<file path="config.mk">
export PLATFORM = sky130hd
export DESIGN_NAME = seg7_scan_driver_flat
export DESIGN_NICKNAME = d
export VERILOG_FILES = /design/src/rtl/seg7_scan_driver_if.sv /design/src/rtl/seg7_scan_driver.sv /design/src/flat_wrapper.sv
export SDC_FILE = /design/constraint.sdc
export NUM_CORES = 1
export LEC_CHECK = 0
export BUFFER_PORTS_ARGS = -buffer_cell sky130_fd_sc_hd__buf_2
export CAP_MARGIN = 20
export CORE_AREA = 2 2 83 53
export DETAILED_ROUTE_END_ITERATION = 7
export DIE_AREA = 0 0 85 55
export GPL_ROUTABILITY_DRIVEN = 0
export MAX_ROUTING_LAYER = met4
export PLACE_DENSITY = 0.76
export SYNTH_ARGS = -nofsm -noshare
export SYNTH_HDL_FRONTEND = slang
export SYNTH_SLANG_ARGS = --single-unit
export TNS_END_PERCENT = 100
</file>
<file path="constraint.sdc">
create_clock -name clk -period 2.2 [get_ports clk]
set_clock_uncertainty 0.2 [all_clocks]
set_input_delay 0.11 -clock clk [delete_from_list [all_inputs] [get_ports clk]]
set_output_delay 0.11 -clock clk [all_outputs]
set_load 0.03 [all_outputs]
</file>
<file path="src/rtl/seg7_scan_driver_if.sv">
// Digit-load and display-drive bundle for seg7_scan_driver.
// The master side loads BCD digits; the slave side (the driver) produces segment/anode drive.
interface seg7_scan_driver_if;
    logic [3:0] hundreds;
    logic [3:0] tens;
    logic [3:0] ones;
    logic       load;
    logic [6:0] seg;
    logic [2:0] an;
    logic [1:0] scan_state;

    // load is a plain strobe with no back-pressure: the digits are sampled on every clk edge where load=1.
    modport master (output hundreds, output tens, output ones, output load,
                    input seg, input an, input scan_state);
    modport slave  (input hundreds, input tens, input ones, input load,
                    output seg, output an, output scan_state);
endinterface

</file>
<file path="src/rtl/seg7_scan_driver.sv">
// Three-digit multiplexed 7-segment scan driver with shadow digit registers and registered outputs.
// Optional leading-zero blanking is enabled with the macro LEADING_ZERO_BLANK_EN.
module seg7_scan_driver #(
    parameter int CLK_DIV    = 50000,
    parameter bit ACTIVE_LOW = 1'b1
) (
    input  logic              clk,
    input  logic              reset_n,
    seg7_scan_driver_if.slave bus
);
    localparam int              CW       = $clog2(CLK_DIV);
    localparam logic [CW-1:0]   CNT_MAX  = CW'(CLK_DIV - 1);
    localparam logic [1:0]      ST_ONES  = 2'd0;
    localparam logic [1:0]      ST_TENS  = 2'd1;
    localparam logic [1:0]      ST_HUND  = 2'd2;
    localparam logic [6:0]      SEG_OFF  = {7{ACTIVE_LOW}};
    localparam logic [2:0]      AN_OFF   = {3{ACTIVE_LOW}};

    logic [CW-1:0] r_cnt;
    logic          w_tick;
    logic [1:0]    r_state;
    logic [1:0]    w_state_nxt;
    logic [3:0]    r_shd_h;
    logic [3:0]    r_shd_t;
    logic [3:0]    r_shd_o;
    logic [3:0]    w_digit;
    logic [2:0]    w_an_h;
    logic          w_blank;
    logic [6:0]    w_seg_h;
    logic [6:0]    r_seg;
    logic [2:0]    r_an;

    assign w_tick = (r_cnt == CNT_MAX);

    always_ff @(posedge clk or negedge reset_n) begin
        if (!reset_n) begin
            r_cnt <= '0;
        end else if (w_tick) begin
            r_cnt <= '0;
        end else begin
            r_cnt <= r_cnt + 1'b1;
        end
    end

    always_ff @(posedge clk or negedge reset_n) begin
        if (!reset_n) begin
            r_shd_h <= 4'd0;
            r_shd_t <= 4'd0;
            r_shd_o <= 4'd0;
        end else if (bus.load) begin
            r_shd_h <= bus.hundreds;
            r_shd_t <= bus.tens;
            r_shd_o <= bus.ones;
        end
    end

    always_comb begin
        w_state_nxt = r_state;
        case (r_state)
            ST_ONES: if (w_tick) w_state_nxt = ST_TENS;
            ST_TENS: if (w_tick) w_state_nxt = ST_HUND;
            ST_HUND: if (w_tick) w_state_nxt = ST_ONES;
            default: w_state_nxt = ST_ONES;
        endcase
    end

    always_ff @(posedge clk or negedge reset_n) begin
        if (!reset_n) begin
            r_state <= ST_ONES;
        end else begin
            r_state <= w_state_nxt;
        end
    end

    // Slot selection; the unused state encoding drives nothing for its single cycle.
    always_comb begin
        w_digit = r_shd_o;
        w_an_h  = 3'b001;
        w_blank = 1'b0;
        case (r_state)
            ST_ONES: begin
                w_digit = r_shd_o;
                w_an_h  = 3'b001;
            end
            ST_TENS: begin
                w_digit = r_shd_t;
                w_an_h  = 3'b010;
`ifdef LEADING_ZERO_BLANK_EN
                w_blank = (r_shd_h == 4'd0) && (r_shd_t == 4'd0);
`else
                w_blank = 1'b0;
`endif
            end
            ST_HUND: begin
                w_digit = r_shd_h;
                w_an_h  = 3'b100;
`ifdef LEADING_ZERO_BLANK_EN
                w_blank = (r_shd_h == 4'd0);
`else
                w_blank = 1'b0;
`endif
            end
            default: begin
                w_digit = 4'd0;
                w_an_h  = 3'b000;
                w_blank = 1'b1;
            end
        endcase
    end

    // Active-high segment patterns {g,f,e,d,c,b,a}; non-BCD codes show a dash.
    always_comb begin
        w_seg_h = 7'h40;
        case (w_digit)
            4'd0:    w_seg_h = 7'h3F;
            4'd1:    w_seg_h = 7'h06;
            4'd2:    w_seg_h = 7'h5B;
            4'd3:    w_seg_h = 7'h4F;
            4'd4:    w_seg_h = 7'h66;
            4'd5:    w_seg_h = 7'h6D;
            4'd6:    w_seg_h = 7'h7D;
            4'd7:    w_seg_h = 7'h07;
            4'd8:    w_seg_h = 7'h7F;
            4'd9:    w_seg_h = 7'h6F;
            default: w_seg_h = 7'h40;
        endcase
    end

    always_ff @(posedge clk or negedge reset_n) begin
        if (!reset_n) begin
            r_seg <= SEG_OFF;
            r_an  <= AN_OFF;
        end else if (w_blank) begin
            r_seg <= SEG_OFF;
            r_an  <= AN_OFF;
        end else begin
            r_seg <= w_seg_h ^ {7{ACTIVE_LOW}};
            r_an  <= w_an_h ^ {3{ACTIVE_LOW}};
        end
    end

    assign bus.seg        = r_seg;
    assign bus.an         = r_an;
    assign bus.scan_state = r_state;
endmodule
</file>
<file path="src/flat_wrapper.sv">
// flat-port wrapper written by rule: the top's interface ports become plain ports
module seg7_scan_driver_flat 
#(
    parameter int CLK_DIV    = 50000,
    parameter bit ACTIVE_LOW = 1'b1
)
  (clk, reset_n, bus_hundreds, bus_tens, bus_ones, bus_load, bus_seg, bus_an, bus_scan_state);
  seg7_scan_driver_if bus_i ();
  input  logic clk;
  input  logic reset_n;
  input wire logic [$bits(bus_i.hundreds)-1:0] bus_hundreds;
  input wire logic [$bits(bus_i.tens)-1:0] bus_tens;
  input wire logic [$bits(bus_i.ones)-1:0] bus_ones;
  input wire logic [$bits(bus_i.load)-1:0] bus_load;
  output wire logic [$bits(bus_i.seg)-1:0] bus_seg;
  output wire logic [$bits(bus_i.an)-1:0] bus_an;
  output wire logic [$bits(bus_i.scan_state)-1:0] bus_scan_state;
  assign bus_i.hundreds = bus_hundreds;
  assign bus_i.tens = bus_tens;
  assign bus_i.ones = bus_ones;
  assign bus_i.load = bus_load;
  assign bus_seg = bus_i.seg;
  assign bus_an = bus_i.an;
  assign bus_scan_state = bus_i.scan_state;
  seg7_scan_driver #(.CLK_DIV(CLK_DIV), .ACTIVE_LOW(ACTIVE_LOW)) u_core (.clk(clk), .reset_n(reset_n), .bus(bus_i));
endmodule
</file>
After elaboration in Yosys (flattened, before gate mapping)
Memories as Yosys holds them, arrays and structs flattened.
Index checks and enable logic that the tools add are counted.
{"block": "classes", "n_addsub": 1, "n_eq_ne": 6, "n_mux": 9, "bitwise_logic": 2, "n_reduce_logical": 3}
{"op": "adder 16 x 1 -> 16 bit (second input constant)", "count": 1}
{"op": "== test 16 bit (second input constant)", "count": 1}
{"op": "2-to-1 mux 16 bit", "count": 1}
{"op": "case mux 4 bit (3 select lines)", "count": 1}
{"op": "case mux 3 bit (3 select lines)", "count": 1}
{"op": "2-to-1 mux 7 bit", "count": 1}
{"op": "NOT 7 bit", "count": 1}
{"op": "2-to-1 mux 2 bit", "count": 3}
{"op": "!= test 2 x 1 -> 1 bit (second input constant)", "count": 3}
{"op": "case mux 2 bit (3 select lines)", "count": 1}
{"op": "2-to-1 mux 3 bit", "count": 1}
{"op": "NOT 3 bit", "count": 1}
{"op": "AND reduction 3 bit", "count": 1}
{"op": "OR reduction 3 bit", "count": 1}
{"op": "== test 2 x 1 -> 1 bit (second input constant)", "count": 1}
{"op": "== test 2 bit (second input constant)", "count": 1}
{"op": "logical NOT 2 bit", "count": 1}
{"block": "word_totals", "ff_bits": 40, "mem_bits_ro": 112, "inputBits": 15, "n_memories": 1}
{"memory": "(no name shown)", "words": 16, "width": 7, "read_ports": 1, "rd_clocked_by_memory_dff": 0, "wr": 0, "line_no": "seg7_scan_driver.sv:114", "text": "case (w_digit)"}

Logic depth before layout (Yosys ltp)
Gate-level depths: netlist (run 1).
An unclocked memory read counts as a cell.
{"block": "depth", "ltp_word": 5, "mapped_depth": 8}

Worst setup path before layout (run 1)
No wires, ideal clock.
{"block": "synth_timing", "kind": "reg-to-reg", "startpoint": "register u_core.r_state[0] (netlist: u_core.bus.scan_state[0])", "endpoint": "register u_core.r_seg[4] (netlist: u_core.bus.seg[4])", "arrival_time_ns": 2.060, "required_ns": 1.917, "path_slack_ns": -0.143, "path_stages_with_launch": 9, "path_buffers": 1, "period_less_slack_ns": 2.343, "cell_sequence": "dfrtp_1 > clkbuf_1 > mux2i_1 > a2bb2oi_1 > inv_1 > ha_1 > inv_1 > mux2i_1 > a22oi_1"}
{"block": "synth_between", "elab_chain_cells": 5, "elab_cells_between_ends": 8, "classes_between": "eq/ne (2); mux (2); bitwise (1); reduce/logical (2); memory (1)"}
{"item": "from (decl)", "line_no": "seg7_scan_driver.sv:21", "text": "logic [1:0] r_state;"}
{"item": "from (signal assigned)", "line_no": "seg7_scan_driver.sv:71", "text": "r_state <= w_state_nxt;"}
{"item": "== test 2 bit (tied with other cells)", "line_no": "seg7_scan_driver.sv:80", "text": "case (r_state)"}
{"item": "case mux 4 bit (3 select lines)", "line_no": "seg7_scan_driver.sv:80"}
{"item": "memory (16 x 7 bit)"}
{"item": "NOT 7 bit (no source line)"}
{"item": "2-to-1 mux 7 bit (*)", "line_no": "seg7_scan_driver.sv:133", "text": "end else if (w_blank) begin"}
{"item": "to (signal assigned)", "line_no": "seg7_scan_driver.sv:137", "text": "r_seg <= w_seg_h ^ {7{ACTIVE_LOW}};"}
{"item": "to (decl)", "line_no": "seg7_scan_driver.sv:30", "text": "logic [6:0] r_seg;"}
Every way passes the cells marked *; elsewhere a longest branch is shown, timed or not.
A chain may end at the register's enable or synchronous reset.

Worst setup path in the final report (run 1)
{"block": "layout_timing", "startpoint": "register u_core.r_cnt[11]", "endpoint": "register u_core.r_cnt[15]"}
{"block": "layout_between", "elab_chain_cells": 2, "elab_cells_between_ends": 3, "classes_between": "add/sub (1); eq/ne (1); mux (1)"}
{"item": "from (decl)", "line_no": "seg7_scan_driver.sv:19", "text": "logic [CW-1:0] r_cnt;"}
{"item": "from (signal assigned)", "line_no": "seg7_scan_driver.sv:41", "text": "r_cnt <= r_cnt + 1'b1;"}
{"item": "adder 16 x 1 -> 16 bit / == test 16 bit (equally long branches)", "line_no": "seg7_scan_driver.sv:41, seg7_scan_driver.sv:33"}
{"item": "2-to-1 mux 16 bit (*)", "line_no": "seg7_scan_driver.sv:38", "text": "end else if (w_tick) begin"}
Marked as above.

==> impl_table.tex, run 1 <==
\begin{tabular}{lr}
\hline
Metric & Value \\
\hline
\multicolumn{2}{l}{\textbf{Cells and area}} \\
Final instance area & 0.00235 mm² \\
Area Overhead vs Synth & 24.4\% \\
Sequential cell area & 0.00101 mm² \\
Layout cell share with drive strength beyond 1 & 34.1\% \\
Multi-input gate area in the final layout & 830 µm² \\
Final Instance Count excl. Fillers & 255 \\
Layout net count & 226 \\
Fill cell total of the finished layout & 307 \\
N\_diodes & 0 \\
\multicolumn{2}{l}{\textbf{Pwr}} \\
Total power per unit cell area & 674 mW/mm² \\
Worst IR Drop VDD & 0.419 mV \\
Static leakage & 1.06 nW \\
\multicolumn{2}{l}{\textbf{Setup path}} \\
Startpoint class of the critical path & flop \\
Maximum net fanout on the critical path & 8 \\
Reg-to-reg critical path startpoint & u\_core.r\_cnt[11] \\
Reg2Reg Capture Point & u\_core.r\_cnt[15] \\
Required time worst endpoint & 2.17 ns \\
Category of the critical setup timing path & flop to flop \\
Category of the worst setup path capture point & flop \\
R2R depth & 5 \\
Data arrival at the endpoint of the critical path & 2.05 ns \\
Launch point of the worst path & u\_core.r\_cnt[11] \\
Setup slack of the most critical reg-to-reg path & 0.12 ns \\
Crit path capture & u\_core.r\_cnt[15] \\
\multicolumn{2}{l}{\textbf{CTS}} \\
Largest buffer count on any clock path & 2 \\
Clock latency at the later pin of the worst-skew pair & 0.30 ns \\
Clock root buffer & clkbuf\_8 \\
Clock tree sinks & 40 \\
Number of buffers created by CTS & 5 \\
Post-CTS Setup Inserts & 0 \\
Worst-path clk slew & 0.08 ns \\
Clock tree from TritonCTS & done \\
Number of H-tree levels & 2 \\
\multicolumn{2}{l}{\textbf{Timing}} \\
Setup-failing EPs final & 0 \\
Highest achievable clock rate & 480 MHz \\
Number of endpoints with negative hold slack in the final report & 0 \\
Final-report max-slew violation count & 0 \\
Setup repair after global routing missed its margin & no \\
Slew at the pin closest to its max-slew limit & 0.867 ns \\
Worst relative slew slack & 42.2\% \\
Summed negative setup slack over all endpoints & 0 ns \\
Final clock period utilization by the worst path & 94.6\% \\
Final Critical Period & 2.08 ns \\
\multicolumn{2}{l}{\textbf{Run status}} \\
Outcome & completed \\
\multicolumn{2}{l}{\textbf{Min path}} \\
Type of the tightest min-delay check & input port to flop \\
Source of the worst hold timing path & bus\_load \\
Hold Crit Depth & 2 \\
\multicolumn{2}{l}{\textbf{Synth}} \\
Share of async-settable or async-resettable flops after synthesis & 100\% \\
Number of warnings reported in the yosys synthesis log & 0 \\
Primary flip-flop cell chosen by synthesis mapping & dfrtp\_1 \\
Number of cells produced by synthesis & 155 \\
Unique masters post-synth & 37 \\
Number of flops mapped to enable cells by yosys & 0 \\
Most used standard cell by instance count after synthesis & dfrtp\_1 \\
Top-area cell type share of the netlist area & 39.8\% \\
Flop and latch count out of synthesis & 40 \\
Synth Cell Area & 0.00189 mm² \\
Sequential area share after synthesis & 53.7\% \\
Mean cell area of the mapped netlist & 12.2 µm² \\
Cell type with the highest aggregate area in the netlist & dfrtp\_1 \\
Synth top cells by count & 30 x dfrtp\_1, 14 x mux2\_2, 14 x nor2\_1 \\
Nets in the synthesized netlist & 177 \\
Top cells by area in the synthesized netlist & dfrtp\_1 40\%, dfstp\_2 14\%, mux2\_2 8.3\%, mux2i\_1 5.8\%, ha\_1 4.6\% \\
\multicolumn{2}{l}{\textbf{Job}} \\
Maximum Capacitance Violations & 0 \\
\multicolumn{2}{l}{\textbf{Floorplan}} \\
Die outline height & 55 µm \\
Effective utilization at floorplan & 47.9\% \\
Overall die width & 85 µm \\
Floorplan Core Area & 0.00394 mm² \\
Total Die Area & 0.00468 mm² \\
IO Pins & 27 \\
Standard-cell rows & 18 \\
\multicolumn{2}{l}{\textbf{Route}} \\
Via density & 5.07 \\
Total wirelength of the detailed-routed design & 3.57 mm \\
Remaining number of nets flagged by the antenna check after routing & 0 \\
Initial DRT Pass Iterations & 4 \\
WL per Instance & 14.0 µm \\
DR iter-0 viols & 62 \\
Count of unresolved DRC violations after routing & 0 \\
Routed vias & 1294 \\
\multicolumn{2}{l}{\textbf{Global route}} \\
First-pass GRT wire length & 6.34 mm \\
Maximum number of pins on one net before global-route repair & 41 \\
Number of antenna violations at the first check in global routing & 0 \\
Global-route usage over all layers & 18.7\% \\
Via count of the first global-routing pass & 1296 \\
GRT overflow & 0 \\
\multicolumn{2}{l}{\textbf{Placed design}} \\
Total half-perimeter wirelength after legalization and detailed placement & 2.58 mm \\
Number of placed cells counting well taps & 234 \\
Placed Instance Area & 0.00211 mm² \\
Number of buffer cells added on primary ports & 26 \\
\hline
\end{tabular}
-- worst min-delay path by stage --
stage	endpoint	slack [ns]
after floorplan	u_core.bus.scan_state[0]	-0.39
after global placement	u_core.r_shd_o[0]	0.05
after detailed placement	u_core.r_shd_t[1]	0.07
after CTS	u_core.r_shd_h[0]	0.07
after global routing	u_core.r_shd_h[0]	0.09
final	u_core.r_shd_h[0]	0.07
-- per-layer routing --
metal / vias up / routed length, µm / track usage, %
met3: 6 / 137 / 4.60
met4: 0 / 59 / 6.35
met2: 24 / 1510 / 28.5
met1: 624 / 1860 / 25.0
met5: - / 0 / -
li1: 640 / - / -
-- flip-flops by register name (all words and copies together), names as in the netlist --
signal / count
u_core.r_shd_t: 4
u_core.bus.an: 3
u_core.r_shd_h: 4
u_core.bus.seg: 7
u_core.bus.scan_state: 2
u_core.r_cnt: 16
u_core.r_shd_o: 4
-- critical path: stages (launching register included) --
cell and delay [ns]:
dfrtp_1 0.43, or4b_4 0.57, nor4_4 0.36, buf_4 0.22, nand2b_1 0.11, mux2i_1 0.06
-- kinds of logic after synthesis --
group           Yosys count  synth area share [%]
compound gates           17                  6.03
xor+xnor                 11                  5.10
fa+ha+maj                 7                  4.64
buf+inv                  10                  2.39
flops                    40                  53.7
mux                      25                  14.2
simple gates             45                  14.0
-- where the power goes --
| group | switching (mW) | leakage, nW | total, mW | internal [mW] |
|---|---|---|---|---|
| clock | 0.261 | 0.0523 | 0.551 | 0.290 |
| sequential | 0.0195 | 0.481 | 0.812 | 0.792 |
| combinational | 0.128 | 0.528 | 0.221 | 0.0930 |
| total | 0.408 | 1.06 | 1.58 | 1.18 |
-- layout make-up --
cell class	instances	share of cell area, %
Clock buffer	6	4.00
Clock inverter	2	0.533
Inverter	6	0.959
Multi-Input combinational cell	105	35.3
Sequential cell	40	43.2
Tap cell	50	2.66
Timing Repair Buffer	46	13.3
-- metrics by stage --
step / hold WS [ns] / setup WS [ns] / total power, mW / utilization (%)
2_1_floorplan: -0.386 / 0.0585 / 0.953 / -
3_3_place_gp: 0.0490 / 0.218 / 1.02 / 53.6
3_5_place_dp: 0.0703 / 0.142 / 1.03 / 53.6
4_1_cts: 0.0708 / 0.115 / 1.60 / 59.6
5_1_grt: 0.0854 / 0.0166 / 1.67 / 59.6
6_report: 0.0736 / 0.119 / 1.58 / 59.6
-- timing repair --
action	in CTS	in global routing
hold buffers	13	0
setup endpoints to repair	0	0
gates resized for setup	0	0
endpoints found under the hold margin	42	0
-- layout by cell type, fill, tap and decap left out, types with 4 or more instances in the layout --
| master | count |
|---|---|
| clkbuf_8 | 5 |
| dfstp_2 | 10 |
| o21ai_0 | 6 |
| nor2_1 | 14 |
| and2_1 | 4 |
| mux2i_1 | 11 |
| ha_1 | 7 |
| buf_2 | 26 |
| xor2_1 | 5 |
| nand4_1 | 5 |
| dfrtp_1 | 29 |
| nand2_1 | 7 |
| mux2_2 | 14 |
| dlygate4sd3_1 | 13 |
| buf_4 | 7 |
| inv_1 | 6 |
| xnor2_1 | 6 |
Power figures use the tool's default switching activity.
==> run 2: changes to the inputs <==
ABC_AREA = 1   (was default)
CORE_AREA = 2 2 84 54   (was 2 2 83 53)
CTS_BUF_LIST = sky130_fd_sc_hd__clkbuf_8   (was default)
DIE_AREA = 0 0 86 56   (was 0 0 85 55)
PLACE_DENSITY = 0.8   (was 0.76)
==> run 2 against run 1 <==
Compared with the run above:
- setup slack better by 0.041 ns
- final cell count is 28% higher
- final area is 7.9% higher
- critical path depth rose by 1
- largest cell class unchanged
- critical endpoint is now u_core.r_shd_o[1]
- register-to-register slack improved by 0.15 ns
- flip-flop and latch count did not move
==> impl_table.tex, run 2 <==
\begin{tabular}{lr}
\hline
Metric & Value \\
\hline
\multicolumn{2}{l}{\textbf{Setup path}} \\
Data arrival at the endpoint of the critical path & 2.03 ns (was 2.05 ns) \\
R2R depth & 8 (was 5) \\
Startpoint class of the critical path & input port (was flop) \\
Category of the critical setup timing path & input port to flop (was flop to flop) \\
Maximum net fanout on the critical path & 1 (was 8) \\
Crit path capture & u\_core.r\_shd\_o[1] (was u\_core.r\_cnt[15]) \\
Launch point of the worst path & bus\_ones[1] (was u\_core.r\_cnt[11]) \\
Category of the worst setup path capture point & flop (unchanged) \\
Reg2Reg Capture Point & u\_core.bus.seg[4] (was u\_core.r\_cnt[15]) \\
Required time worst endpoint & 2.19 ns (was 2.17 ns) \\
Reg-to-reg critical path startpoint & u\_core.bus.scan\_state[0] (was u\_core.r\_cnt[11]) \\
Setup slack of the most critical reg-to-reg path & 0.27 ns (was 0.12 ns) \\
\multicolumn{2}{l}{\textbf{Job}} \\
Maximum Capacitance Violations & 0 (unchanged) \\
\multicolumn{2}{l}{\textbf{Min path}} \\
Source of the worst hold timing path & bus\_load (unchanged) \\
Type of the tightest min-delay check & input port to flop (unchanged) \\
\multicolumn{2}{l}{\textbf{Synth}} \\
Cell type with the highest aggregate area in the netlist & dfrtp\_1 (unchanged) \\
Primary flip-flop cell chosen by synthesis mapping & dfrtp\_1 (unchanged) \\
Number of warnings reported in the yosys synthesis log & 0 (unchanged) \\
Most used standard cell by instance count after synthesis & nand2\_1 (was dfrtp\_1) \\
Nets in the synthesized netlist & 253 (was 177) \\
Top cells by area in the synthesized netlist & dfrtp\_1 36\%, dfstp\_2 13\%, nand2\_1 7.9\%, mux2\_2 5.9\%, nand3\_1 4.8\% (was dfrtp\_1 40\%, dfstp\_2 14\%, mux2\_2 8.3\%, mux2i\_1 5.8\%, ha\_1 4.6\%) \\
Share of async-settable or async-resettable flops after synthesis & 100\% (unchanged) \\
Number of flops mapped to enable cells by yosys & 0 (unchanged) \\
Mean cell area of the mapped netlist & 9.07 µm² (was 12.2 µm²) \\
Flop and latch count out of synthesis & 40 (unchanged) \\
Synth Cell Area & 0.00210 mm² (was 0.00189 mm²) \\
Sequential area share after synthesis & 48.4\% (was 53.7\%) \\
Number of cells produced by synthesis & 231 (was 155) \\
Synth top cells by count & 44 x nand2\_1, 30 x dfrtp\_1, 25 x inv\_1 (was 30 x dfrtp\_1, 14 x mux2\_2, 14 x nor2\_1) \\
Top-area cell type share of the netlist area & 35.8\% (was 39.8\%) \\
Unique masters post-synth & 25 (was 37) \\
\multicolumn{2}{l}{\textbf{Timing}} \\
Setup repair after global routing missed its margin & no (unchanged) \\
Final-report max-slew violation count & 0 (unchanged) \\
Slew at the pin closest to its max-slew limit & 0.874 ns (was 0.867 ns) \\
Worst relative slew slack & 41.7\% (was 42.2\%) \\
Final clock period utilization by the worst path & 92.8\% (was 94.6\%) \\
Final Critical Period & 2.04 ns (was 2.08 ns) \\
Summed negative setup slack over all endpoints & 0 ns (unchanged) \\
Highest achievable clock rate & 490 MHz (was 480 MHz) \\
Number of endpoints with negative hold slack in the final report & 0 (unchanged) \\
Setup-failing EPs final & 0 (unchanged) \\
\multicolumn{2}{l}{\textbf{CTS}} \\
Clock latency at the later pin of the worst-skew pair & 0.30 ns (about the same) \\
Number of H-tree levels & 2 (unchanged) \\
CTS-repair resized insts & 0 (unchanged) \\
Post-CTS Setup Inserts & 0 (unchanged) \\
Clock tree from TritonCTS & done (unchanged) \\
Clock tree sinks & 40 (unchanged) \\
Largest buffer count on any clock path & 2 (unchanged) \\
Clock root buffer & clkbuf\_8 (unchanged) \\
Number of buffers created by CTS & 5 (unchanged) \\
Worst-path clk slew & 0.09 ns (was 0.08 ns) \\
Number of buffers inserted by hold repair at cts & 15 (was 13) \\
\multicolumn{2}{l}{\textbf{Placed design}} \\
Total half-perimeter wirelength after legalization and detailed placement & 2.99 mm (was 2.58 mm) \\
Number of buffer cells added on primary ports & 26 (unchanged) \\
Placed Instance Area & 0.00227 mm² (was 0.00211 mm²) \\
\multicolumn{2}{l}{\textbf{Route}} \\
WL per Instance & 13.1 µm (was 14.0 µm) \\
Remaining number of nets flagged by the antenna check after routing & 0 (unchanged) \\
Count of unresolved DRC violations after routing & 0 (unchanged) \\
Routed vias & 1637 (was 1294) \\
Via density & 5.01 (was 5.07) \\
Initial DRT Pass Iterations & 4 (unchanged) \\
DR iter-0 viols & 75 (was 62) \\
Total wirelength of the detailed-routed design & 4.29 mm (was 3.57 mm) \\
\multicolumn{2}{l}{\textbf{Cells and area}} \\
Multi-input gate area in the final layout & 945 µm² (was 830 µm²) \\
Final instance area & 0.00253 mm² (was 0.00235 mm²) \\
Most common cell after layout, fill and taps aside & nand2\_1 (was dfrtp\_1) \\
Max reg flops & 16 (unchanged) \\
Register with the most flip-flops & u\_core.r\_cnt (unchanged) \\
Layout cell share with drive strength beyond 1 & 30.7\% (was 34.1\%) \\
N\_diodes & 0 (unchanged) \\
Layout net count & 298 (was 226) \\
Fill cell total of the finished layout & 305 (was 307) \\
Sequential cell area & 0.00101 mm² (about the same) \\
Area Overhead vs Synth & 21.0\% (was 24.4\%) \\
Highest-count cells in the layout ignoring fill and taps & 44 x nand2\_1, 30 x dfrtp\_1, 26 x buf\_2, 25 x inv\_1, 23 x nor2\_1 (was 29 x dfrtp\_1, 26 x buf\_2, 14 x nor2\_1, 14 x mux2\_2, 13 x dlygate4sd3\_1) \\
\multicolumn{2}{l}{\textbf{Floorplan}} \\
Die outline height & 56 µm (was 55 µm) \\
Floorplan Core Area & 0.00399 mm² (was 0.00394 mm²) \\
IO Pins & 27 (unchanged) \\
Overall die width & 86 µm (was 85 µm) \\
Total Die Area & 0.00482 mm² (was 0.00468 mm²) \\
Effective utilization at floorplan & 52.6\% (was 47.9\%) \\
Standard-cell rows & 18 (unchanged) \\
\multicolumn{2}{l}{\textbf{Global route}} \\
Via count of the first global-routing pass & 1554 (was 1296) \\
GRT overflow & 0 (unchanged) \\
Global-route usage over all layers & 20.5\% (was 18.7\%) \\
First-pass GRT wire length & 7.37 mm (was 6.34 mm) \\
Number of antenna violations at the first check in global routing & 0 (unchanged) \\
Maximum number of pins on one net before global-route repair & 41 (unchanged) \\
\multicolumn{2}{l}{\textbf{Pwr}} \\
Worst IR Drop VDD & 0.435 mV (was 0.419 mV) \\
Total Power Consumption & 1.65 mW (was 1.58 mW) \\
Total power per unit cell area & 650 mW/mm² (was 674 mW/mm²) \\
Static leakage & 1.21 nW (was 1.06 nW) \\
\multicolumn{2}{l}{\textbf{Run status}} \\
Outcome & completed (unchanged) \\
\hline
\end{tabular}
run 2: cell families (layout without fill, tap and decap cells):
group | Yosys count | count (layout) | synth area share [%]
adders and majority gates | 7 | 7 | 4.18
AOI/OAI and AO/OA | 10 | 10 | 2.63
buffers and inverters | 33 | 79 | 6.57
muxes | 11 | 11 | 5.91
DFF | 40 | 40 | 48.4
and+or+nand+nor | 123 | 123 | 29.4
xor gates and xnor gates | 7 | 7 | 2.93
run 2: worst max-delay path, cell delays in order:
cell           delay, ns
dlygate4sd3_1       0.53
buf_2               0.12
nand2_1             0.06
dlygate4sd3_1       0.55
o21ai_0             0.08
dlygate4sd3_1       0.58
run 2: layout make-up:
type                       count  area share [%]
clock buffer                   5            2.71
inverter                      30            4.64
sequential                    40            40.0
tap                           50            2.47
clock inverter                 3            1.88
timing repair buffer          41            11.1
multi-input combinational    158            37.3
run 2: metrics by stage:
step                utilization [%]  worst slack (ns)  instances  hold WS, ns
floorplan                         -             0.355        231       -0.386
global placement               56.9             0.400        304       0.0735
detailed placement             56.9             0.298        304       0.0853
CTS                            63.6             0.251        327       0.0648
global route                   63.6            0.0755        327       0.0847
finish                         63.6             0.159        327       0.0764
run 2: layer usage:
layer / global-route usage [%] / vias up / routed length [µm]
met1: 31.7 / 749 / 2340
met4: 8.39 / 0 / 76
li1: - / 832 / -
met5: - / - / 0
met2: 25.5 / 49 / 1660
met3: 4.15 / 7 / 212
run 2: report_power, final:
part	internal (mW)	total (mW)	switching [mW]
clock network	0.342	0.619	0.277
registers	0.792	0.811	0.0195
logic	0.0880	0.218	0.130
total	1.22	1.65	0.427
run 2: worst min-delay path by stage:
stage	end	slack, ns	cells past startpoint
2_1_floorplan	u_core.bus.scan_state[0]	-0.39	0
4_1_cts	u_core.r_shd_t[3]	0.06	2
3_5_place_dp	u_core.r_shd_t[0]	0.09	1
3_3_place_gp	u_core.r_shd_t[0]	0.07	1
6_report	u_core.r_shd_t[3]	0.08	2
5_1_grt	u_core.r_shd_o[3]	0.08	2
